[src/rtl/wb_commit_unit.sv]
// Writeback/commit stage: register file, TLB writes, PC redirects and the exception lock.
// Optional per-thread retired-instruction counters are enabled with `define WB_RETIRE_CNT_EN.
module wb_commit_unit #(
   parameter int N_THREADS = 4,
   parameter int XLEN      = 32,
   parameter int REG_AW    = 5,
   parameter int VPN_W     = 20,
   parameter int PPN_W     = 8,
   parameter logic [XLEN-1:0] BOOT_PC = 32'h1000,
   parameter logic [XLEN-1:0] EXC_PC  = 32'h2000,
   localparam int TID_W = $clog2(N_THREADS)
) (
   input  logic                             clk,
   input  logic                             rst,
   input  logic                             in_present,
   input  logic [TID_W-1:0]                 in_thread,
   input  logic                             in_ok,
   input  logic                             in_itlb_miss,
   input  logic                             in_dtlb_miss,
   input  logic [XLEN-1:0]                  in_pc,
   input  logic [REG_AW-1:0]                in_dst,
   input  logic [XLEN-1:0]                  in_data,
   input  logic [XLEN-1:0]                  in_r2,
   input  logic [XLEN-1:0]                  in_mul,
   input  logic                             in_isequal,
   input  logic                             in_f_mul,
   input  logic                             in_f_reg,
   input  logic                             in_f_jump,
   input  logic                             in_f_branch,
   input  logic                             in_f_iret,
   input  logic [1:0]                       in_f_tlbw,
   output logic                             redir_en,
   output logic [TID_W-1:0]                 redir_thread,
   output logic [XLEN-1:0]                  redir_pc,
   output logic [N_THREADS-1:0][XLEN-1:0]   rm0,
   output logic [N_THREADS-1:0][XLEN-1:0]   rm1,
   output logic [N_THREADS-1:0][XLEN-1:0]   rm2,
   output logic [N_THREADS-1:0]             rm4,
   output logic [N_THREADS-1:0]             rf_wen,
   output logic [REG_AW-1:0]                rf_addr,
   output logic [XLEN-1:0]                  rf_data,
   output logic                             itlb_wen,
   output logic                             dtlb_wen,
   output logic [VPN_W-1:0]                 tlb_vpn,
   output logic [PPN_W-1:0]                 tlb_ppn,
   output logic                             exc_en,
   output logic [TID_W-1:0]                 exc_thread,
   output logic [N_THREADS-1:0][31:0]       retire_cnt
);

   typedef enum logic {IDLE, EXC} state_t;

   state_t                           state_q;
   logic [TID_W-1:0]                 master_q;
   logic [N_THREADS-1:0][XLEN-1:0]   expect_pc_q;
   logic [N_THREADS-1:0][XLEN-1:0]   rm0_q, rm1_q, rm2_q;
   logic [N_THREADS-1:0]             rm4_q;
   logic                             redir_en_q;
   logic [TID_W-1:0]                 redir_thread_q;
   logic [XLEN-1:0]                  redir_pc_q;
   logic [N_THREADS-1:0]             rf_wen_q;
   logic [REG_AW-1:0]                rf_addr_q;
   logic [XLEN-1:0]                  rf_data_q;
   logic                             itlb_wen_q, dtlb_wen_q;
   logic [VPN_W-1:0]                 tlb_vpn_q;
   logic [PPN_W-1:0]                 tlb_ppn_q;

   logic             accept, inExc, fault, commit, iretTake, jumpTaken, doRedirect;
   logic [XLEN-1:0]  redir_pc_d, expect_pc_d;

   // Classify the presented instruction; stale PCs are ignored entirely.
   always_comb begin
      accept      = in_present && (in_pc == expect_pc_q[in_thread]);
      inExc       = (state_q == EXC);
      fault       = accept && !in_ok && !inExc && (in_itlb_miss || in_dtlb_miss);
      commit      = accept && in_ok && (!inExc || (in_thread == master_q));
      iretTake    = commit && in_f_iret && inExc;
      jumpTaken   = in_f_jump && (!in_f_branch || in_isequal);
      doRedirect  = 1'b0;
      redir_pc_d  = in_pc;
      expect_pc_d = in_pc + XLEN'(4);
      if (fault) begin
         doRedirect = 1'b1;
         redir_pc_d = EXC_PC;
      end else if (accept && !commit) begin
         doRedirect = 1'b1;
      end else if (iretTake) begin
         doRedirect  = 1'b1;
         redir_pc_d  = rm0_q[in_thread];
         expect_pc_d = rm0_q[in_thread];
      end else if (commit && jumpTaken) begin
         doRedirect  = 1'b1;
         redir_pc_d  = in_data;
         expect_pc_d = in_data;
      end
   end

   always_ff @(posedge clk) begin
      if (rst) begin
         state_q        <= IDLE;
         master_q       <= '0;
         rm0_q          <= '0;
         rm1_q          <= '0;
         rm2_q          <= '0;
         rm4_q          <= '0;
         redir_en_q     <= 1'b0;
         redir_thread_q <= '0;
         redir_pc_q     <= '0;
         rf_wen_q       <= '0;
         rf_addr_q      <= '0;
         rf_data_q      <= '0;
         itlb_wen_q     <= 1'b0;
         dtlb_wen_q     <= 1'b0;
         tlb_vpn_q      <= '0;
         tlb_ppn_q      <= '0;
         for (int i = 0; i < N_THREADS; i++) expect_pc_q[i] <= BOOT_PC;
      end else begin
         redir_en_q <= 1'b0;
         rf_wen_q   <= '0;
         itlb_wen_q <= 1'b0;
         dtlb_wen_q <= 1'b0;
         if (doRedirect) begin
            redir_en_q     <= 1'b1;
            redir_thread_q <= in_thread;
            redir_pc_q     <= redir_pc_d;
         end
         // An itlb miss wins over a dtlb miss when both are reported.
         if (fault) begin
            state_q                <= EXC;
            master_q               <= in_thread;
            rm0_q[in_thread]       <= in_pc;
            rm4_q[in_thread]       <= 1'b1;
            rm1_q[in_thread]       <= in_itlb_miss ? in_pc : in_data;
            rm2_q[in_thread]       <= in_itlb_miss ? XLEN'(1) : XLEN'(2);
            expect_pc_q[in_thread] <= EXC_PC;
         end
         if (commit) begin
            expect_pc_q[in_thread] <= expect_pc_d;
            if (in_f_reg) begin
               rf_wen_q  <= {{(N_THREADS-1){1'b0}}, 1'b1} << in_thread;
               rf_addr_q <= in_dst;
               rf_data_q <= in_f_mul ? in_mul : in_data;
            end
            if (in_f_tlbw == 2'b01 || in_f_tlbw == 2'b10) begin
               itlb_wen_q <= (in_f_tlbw == 2'b01);
               dtlb_wen_q <= (in_f_tlbw == 2'b10);
               tlb_vpn_q  <= in_data[VPN_W-1:0];
               tlb_ppn_q  <= in_r2[PPN_W-1:0];
            end
            if (iretTake) begin
               rm4_q[in_thread] <= 1'b0;
               state_q          <= IDLE;
            end
         end
      end
   end

`ifdef WB_RETIRE_CNT_EN
   logic [N_THREADS-1:0][31:0] retire_cnt_q;

   // Every commit retires, including an IRET that degenerates to a NOP.
   always_ff @(posedge clk) begin
      if (rst) begin
         retire_cnt_q <= '0;
      end else if (commit) begin
         retire_cnt_q[in_thread] <= retire_cnt_q[in_thread] + 32'd1;
      end
   end
   assign retire_cnt = retire_cnt_q;
`else
   assign retire_cnt = '0;
`endif

   logic unused_bits;
   assign unused_bits = ^in_r2;

   assign redir_en     = redir_en_q;
   assign redir_thread = redir_thread_q;
   assign redir_pc     = redir_pc_q;
   assign rm0          = rm0_q;
   assign rm1          = rm1_q;
   assign rm2          = rm2_q;
   assign rm4          = rm4_q;
   assign rf_wen       = rf_wen_q;
   assign rf_addr      = rf_addr_q;
   assign rf_data      = rf_data_q;
   assign itlb_wen     = itlb_wen_q;
   assign dtlb_wen     = dtlb_wen_q;
   assign tlb_vpn      = tlb_vpn_q;
   assign tlb_ppn      = tlb_ppn_q;
   assign exc_en       = (state_q == EXC);
   assign exc_thread   = master_q;

endmodule

[config.mk]
export PLATFORM = sky130hd
export DESIGN_NAME = wb_commit_unit
export DESIGN_NICKNAME = d
export VERILOG_FILES = /design/src/rtl/wb_commit_unit.sv
export SDC_FILE = /design/constraint.sdc
export NUM_CORES = 1
export LEC_CHECK = 0
export CAP_MARGIN = 20
export CORE_AREA = 5 5 298 300
export DETAILED_ROUTE_END_ITERATION = 8
export DIE_AREA = 0 0 303 305
export SYNTH_ARGS = -nofsm -noshare
export SYNTH_HDL_FRONTEND = slang
export SYNTH_SLANG_ARGS = --single-unit
[constraint.sdc]
create_clock -name clk -period 9.75 [get_ports clk]
set_input_delay 1.4625 -clock clk [delete_from_list [all_inputs] [get_ports clk]]
set_output_delay 1.4625 -clock clk [all_outputs]
set_load 0.01 [all_outputs]
Word level (Yosys, flattened, before mapping)
Cells that the tools add are included.
W data, S select, Z words.
{"block": "op_classes", "addsub": 1, "order_cmp": 2, "n_eq_ne": 4, "shift": 1, "mux": 38, "bitwise": 9, "n_reduce_logical": 24}
{"operator": "$bwmux W128", "n": 4}
{"operator": "$mux W32", "n": 13}
{"operator": "$mux W128", "n": 3}
{"operator": "$bmux W32 S2", "n": 2}
{"operator": "$and A124 B124 Y124", "n": 1}
{"operator": "$not A124 Y124", "n": 1}
{"operator": "$demux W32 S2", "n": 1}
{"operator": "$add A32 B3 Y32 const B", "n": 1}
{"operator": "$eq A32 B32 Y1", "n": 1}
{"operator": "$mux W4", "n": 4}
{"operator": "$logic_and A1 B1 Y1", "n": 12}
{"operator": "$mux W1", "n": 9}
{"operator": "$or A4 B4 Y4", "n": 2}
{"operator": "$reduce_or A3 Y1", "n": 2}
{"operator": "$and A4 B4 Y4", "n": 1}
{"operator": "$logic_not A1 Y1", "n": 4}
{"operator": "$logic_or A1 B1 Y1", "n": 4}
{"operator": "$not A4 Y4", "n": 1}
{"operator": "$reduce_and A2 Y1", "n": 2}
{"operator": "$shl A1 B2 Y4 const A", "n": 1}
{"operator": "$lt A2 B3 Y1 const B", "n": 1}
{"operator": "$not A1 Y1", "n": 3}
{"operator": "$demux W1 S2", "n": 1}
{"operator": "$eq A2 B1 Y1 const B", "n": 1}
{"operator": "4 further kinds", "n": 4}
{"block": "word_totals", "ff_bits": 625, "input_bits": 149, "output_inout_bits": 625, "elab_cells": 108}

Logic depth before layout (Yosys ltp)
{"block": "depth", "depth_word": 13, "depth_mapped": 15, "depth_no_buf": 8}

Least setup slack after synthesis
OpenSTA, ideal clock, no wires.
{"block": "synth_timing", "kind": "input -> register", "start": "input in_thread[1]", "end": "register expect_pc_q[0] in the netlist's numbering", "setup_ps": 117, "arrival_ps": 4215, "t_required_ps": 9633, "path_slack_ps": 5418, "cell_stages": 12, "n_path_buf": 4, "cell_sequence": "clkbuf_1 clkbuf_1 mux4_2 xnor2_1 nand2_1 nor3_2 nand4_2 buf_6 nor4_4 nor3_1 buf_2 a22o_1"}
{"block": "synth_via", "elab_chain_len": 13, "elab_cells_between_ends": 33, "classes_between": "order compare (2); eq/ne (2); mux (14); bitwise (2); reduce/logical (13)"}
{"item": "from (decl)", "line": "16", "source": "input logic [TID_W-1:0] in_thread,"}
{"item": "$bmux W32 S2", "line": "73", "source": "accept = in_present && (in_pc == expect_pc_q[in_thread]);"}
{"item": "$mux W32 (implied by the code)", "line": "73"}
{"item": "$eq A32 B32 Y1", "line": "73"}
{"item": "$logic_and A1 B1 Y1", "line": "73"}
{"item": "$logic_and A1 B1 Y1 (2 in series)", "line": "76", "source": "commit = accept && in_ok && (!inExc || (in_thread == master_q));"}
{"item": "$logic_and A1 B1 Y1, on equally long branches", "line": "91, 77"}
{"item": "$mux W32 or $logic_and A1 B1 Y1 (tied branches)", "line": "91, 77"}
{"item": "$mux W32", "line": "87", "source": "end else if (iretTake) begin"}
{"item": "$mux W32", "line": "85", "source": "end else if (accept && !commit) begin"}
{"item": "$mux W32", "line": "82", "source": "if (fault) begin"}
{"item": "$bwmux W128", "line": "138", "source": "expect_pc_q[in_thread] <= expect_pc_d;"}
{"item": "$mux W128 *", "line": "137", "source": "if (commit) begin"}
{"item": "to (signal, indexed assignment)", "line": "138"}
{"item": "to (decl)", "line": "55", "source": "logic [N_THREADS-1:0][XLEN-1:0] expect_pc_q;"}
Every way passes the cells marked *; elsewhere a longest branch is shown, timed or not. The select of a mux whose other input is x is not followed.
A chain may end at the register's enable or synchronous reset.

Final worst setup path
{"block": "layout_timing", "start": "input in_thread[0]", "end": "register rm0_q (netlist bit rm0[26])"}
{"block": "layout_via", "elab_chain_len": 7, "elab_cells_between_ends": 13, "classes_between": "order compare (2); eq/ne (1); mux (5); reduce/logical (5)"}
{"item": "$bmux W32 S2", "line": "73"}
{"item": "$mux W32 (implied by the code)", "line": "73"}
{"item": "$eq A32 B32 Y1", "line": "73"}
{"item": "$logic_and A1 B1 Y1", "line": "73"}
{"item": "$logic_and A1 B1 Y1 (3 in series)", "line": "75", "source": "fault = accept && !in_ok && !inExc && (in_itlb_miss || in_dtlb_miss);"}
{"item": "to (signal, indexed assignment)", "line": "131", "source": "rm0_q[in_thread] <= in_pc;"}
{"item": "to (decl)", "line": "56", "source": "logic [N_THREADS-1:0][XLEN-1:0] rm0_q, rm1_q, rm2_q;"}
Several ways; a longest one is shown, not always the timed one. The select of a mux whose other input is x is not followed.

==> impl_results.md <==
* Outcome: finished, final reports clean
* Register area share after synthesis at 0.429
* Setup TNS at 0 ns
* Final period utilization at 0.640
* Syn Area/Cell at 8.88 µm²
* Top_reg_cell synth: dfxtp_1
* Slew at the pin with the worst max-slew slack at 1.20 ns
* Remaining antenna violation count after routing at 0
* RePlAce Congestion at 0.903
* Total CTS buffers at 60
* Synth async-reset ratio at 0
* Initial antenna violation count at 7
* PD cells at 160 nW/µm²
* Sequential Power Share at 0.419
* Worst-case vdd ir drop at 0.000125 V
* Critical path class: in -> reg
* Fin crit period at 6.24 ns
* Sw power at 1.23 mW
* Int Power at 3.69 mW
* CP endpoint: rm0[26]
* Switching share of power at 0.250
* Most area-consuming cells after synthesis: dfxtp_1 43%, nand2_1 9.3%, buf_4 8.3%, a21oi_1 6.5%, mux4_2 5.2%
* Io pins at 774
* Flop2flop setup slack at 5.10 ns
* Crit-path max cell delay at 1.10 ns
* Global-route wire length before repair at 152000 µm
* Setup crit end kind: register
* Largest net degree at the start of global routing at 190
* Vias per cell at 4.94
* DP HPWL at 78200 µm
* CP Max Fanout at 61
* Fin. Hold Viols at 0
* # Post-CTS Setup Buffers at 0
* CTS clock-pin slew for the worst setup and hold paths at 0.06 ns
* Clk_lat worst skew at 0.64 ns
* Main combinational cell family by area after synthesis: compound AO/OA/AOI/OAI gates
* Chip height at 305 µm
* Core Rows at 108
* Post-synth cell types at 60
* Start point of the critical path: in_thread[0]
* Cell Chain, Critical Path: buf_4 > buf_12 > mux4_2 > xnor2_1 > nand4_1 > nor4b_1 > nand4_1 > or4_2 > buf_4 > nand2_1 > a21oi_1
* Synth Area in Adders at 0.00159
* Crit Reg-Reg Endpoint: expect_pc_q[82]
* Pleak at 10.6 nW
* Critical path's slowest cell: or4_2
* Final setup fails at 0
* Mux cell area share after synthesis at 0.0972
* CTS HTree Levels at 2
* FF-to-FF path depth at 9
* Cells after Synth at 2654
* Yosys top cell by area: dfxtp_1
* Synth Area in Simple Gates at 0.145
* EDFF count, synth at 0
* Data arrival, critical path at 6.71 ns
* Relative slew slack at 0.198
* DR vias at 20962
* Critical R2R Launch: expect_pc_q[126]
* P&R area growth vs syn at 30.6%
* Syn Std Cell Area at 23600 µm²
* Combinational share of power at 0.078
* # DRC at 0
* Post-Synth XOR/XNOR Area at 0.0212
* Critical Path Source Type: input port
* FMAX at 0.160 GHz
* Total power at 4.92 mW
* Core Region at 85900 µm²
* Count of port buffers added during placement at 501
* Die area at 92400 µm²
* Vias in the first global route at 19680
* Unrepaired setup endpoints after global routing: false
* Post-cts sizing count at 0
* Root buffer cell: clkbuf_16
* CTS Hold Bufs at 0
* Compound-Gate Fraction of Synth Area at 0.181
* GRT Total Usage at 0.225
* Chip Width at 303 µm
* Clk sinks at 505
* Final WL at 110000 µm
* Worst-case clock skew at 0.0264 ns
* Initial DRT Pass Iterations at 7
* Overflow after GRT at 0
* Wire per inst at 25.9 µm
* Nets at 3191
* CTS tree: built
* Initial core utilization at 0.274
* Critical path required time at 10.21 ns
* Clock network power share at 0.503
* Bufs on Longest Clock Path at 3
* Worst Hold Class: reg -> reg
* Yosys Warn Count at 0
* Initial DRC Count at 1767
* Layout cell share with drive strength beyond 1 at 0.100
* Max-slew violations at 0
* Synthesized flop and latch total at 505
* Post-synth top area share at 0.429
* Max-Cap Viols at 0
flip-flops by register name (all words and copies together), names as in the netlist, 5 cells and up:
name,cells
expect_pc_q,128
redir_pc,32
rf_addr,5
rf_data,32
rm0,128
rm1,128
rm2,8
tlb_ppn,8
tlb_vpn,20
critical path, delay by kind of cell:
family / cells / cell delay, ns
muxes: 1 / 0.58
buffers and inverters: 3 / 1.35
AOI/OAI and AO/OA: 1 / 0.09
xor gates and xnor gates: 1 / 0.44
and+or+nand+nor: 5 / 2.51
through the flow:
stage	cells	worst slack [ns]	hold WS [ns]	utilization	cell area [µm²]
2_1_floorplan	2901	5.42	0.427	-	24500
3_3_place_gp	4132	3.06	0.438	0.333	28600
5_1_grt	4245	3.28	0.465	0.358	30800
4_1_cts	4243	3.68	0.451	0.358	30800
6_report	4246	3.51	0.449	0.358	30800
3_5_place_dp	4132	3.01	0.441	0.333	28600
logic make-up (layout without fill, tap and decap cells):
kind of cell	Yosys count	count (layout)
xor gates and xnor gates	57	57
buffers and inverters	490	677
other	1	251
muxes	157	157
DFF	505	505
AOI/OAI and AO/OA	639	639
and+or+nand+nor	802	802
adders and majority gates	3	3
power groups by stage:
| stage | clock, mW | combinational, mW | sequential, mW |
|---|---|---|---|
| after CTS | 2.52 | 0.379 | 2.06 |
| after global placement | 0 | 0.377 | 2.11 |
| after detailed placement | 0 | 0.377 | 2.11 |
| after floorplan | 0 | 0.275 | 2.11 |
| final | 2.48 | 0.382 | 2.06 |
| after global routing | 2.61 | 0.401 | 2.06 |
synth_stat cells, types with 5 or more instances:
cell / n
a211oi_1: 41
a21o_1: 15
a21oi_1: 305
a22o_1: 27
a22oi_1: 14
and3_1: 6
and4_1: 5
buf_1: 5
buf_2: 50
buf_4: 260
buf_6: 8
clkbuf_1: 157
dfxtp_1: 505
inv_1: 10
mux2_2: 35
mux2i_1: 68
mux4_2: 54
nand2_1: 583
nand2b_1: 14
nand3_1: 12
nand4_1: 12
nor2_1: 83
nor3_1: 41
nor4_1: 8
nor4_2: 8
o211ai_1: 5
o21ai_0: 43
o221a_2: 13
o22a_1: 23
o22ai_1: 11
o22ai_2: 6
o2bb2ai_1: 107
o2bb2ai_2: 7
or3_1: 6
xnor2_1: 43
xor2_1: 14
final cells by class:
class | count | area (µm²)
fillers | 8853 | 55200
clock buffers | 81 | 1710
repair buffers | 556 | 5460
well taps | 1155 | 1450
clock inverters | 30 | 473
multi-input cells | 1906 | 11600
diodes | 3 | 7.51
flip-flops and latches | 505 | 10100
inverters | 10 | 37.5
worst min path at each step:
stage | slack, ns | depth (start not counted) | endpoint | from
floorplan | 0.43 | 1 | expect_pc_q[39] | expect_pc_q[39]
global placement | 0.44 | 1 | redir_pc[17] | redir_pc[17]
detailed placement | 0.44 | 1 | expect_pc_q[73] | expect_pc_q[73]
CTS | 0.45 | 2 | rm1[57] | rm1[57]
global route | 0.46 | 2 | rm1[73] | rm1[73]
finish | 0.45 | 2 | rm1[1] | rm1[1]
routing by layer:
layer  vias to the layer above  global-route usage  routed length, µm
li1                       9515                   -                  -
met1                     10299               0.277              42800
met2                      1005               0.384              53700
met3                       137              0.0677              11100
met4                         6              0.0549               2460
met5                         -                   0                 44
layout by cell type, fill, tap and decap left out, types with 6 or more instances in the layout:
cell               n
a22oi_1           14
nor3_1            37
bufinv_16         11
inv_1             10
xor2_1            14
a22o_1            27
clkbuf_1           8
clkbuf_8          13
clkinv_2          12
a211oi_1          41
o22a_1            23
nand4_1           12
clkbuf_16         60
o2bb2ai_2          7
o22ai_2            6
or3_1              6
mux4_2            54
nor2_1            82
a21oi_1          305
nor4_4             6
dfxtp_1          505
and3_1             6
nor4_2             9
clkdlybuf4s50_1  496
o22ai_1           11
a21o_1            15
buf_4             54
o21ai_0           42
mux2_2            35
nand3_1           12
nand2_1          583
o2bb2ai_1        107
xnor2_1           43
nand2b_1          12
conb_1           248
o221a_2           13
mux2i_1           68
Note: power is estimated with default switching activity, not from simulation.
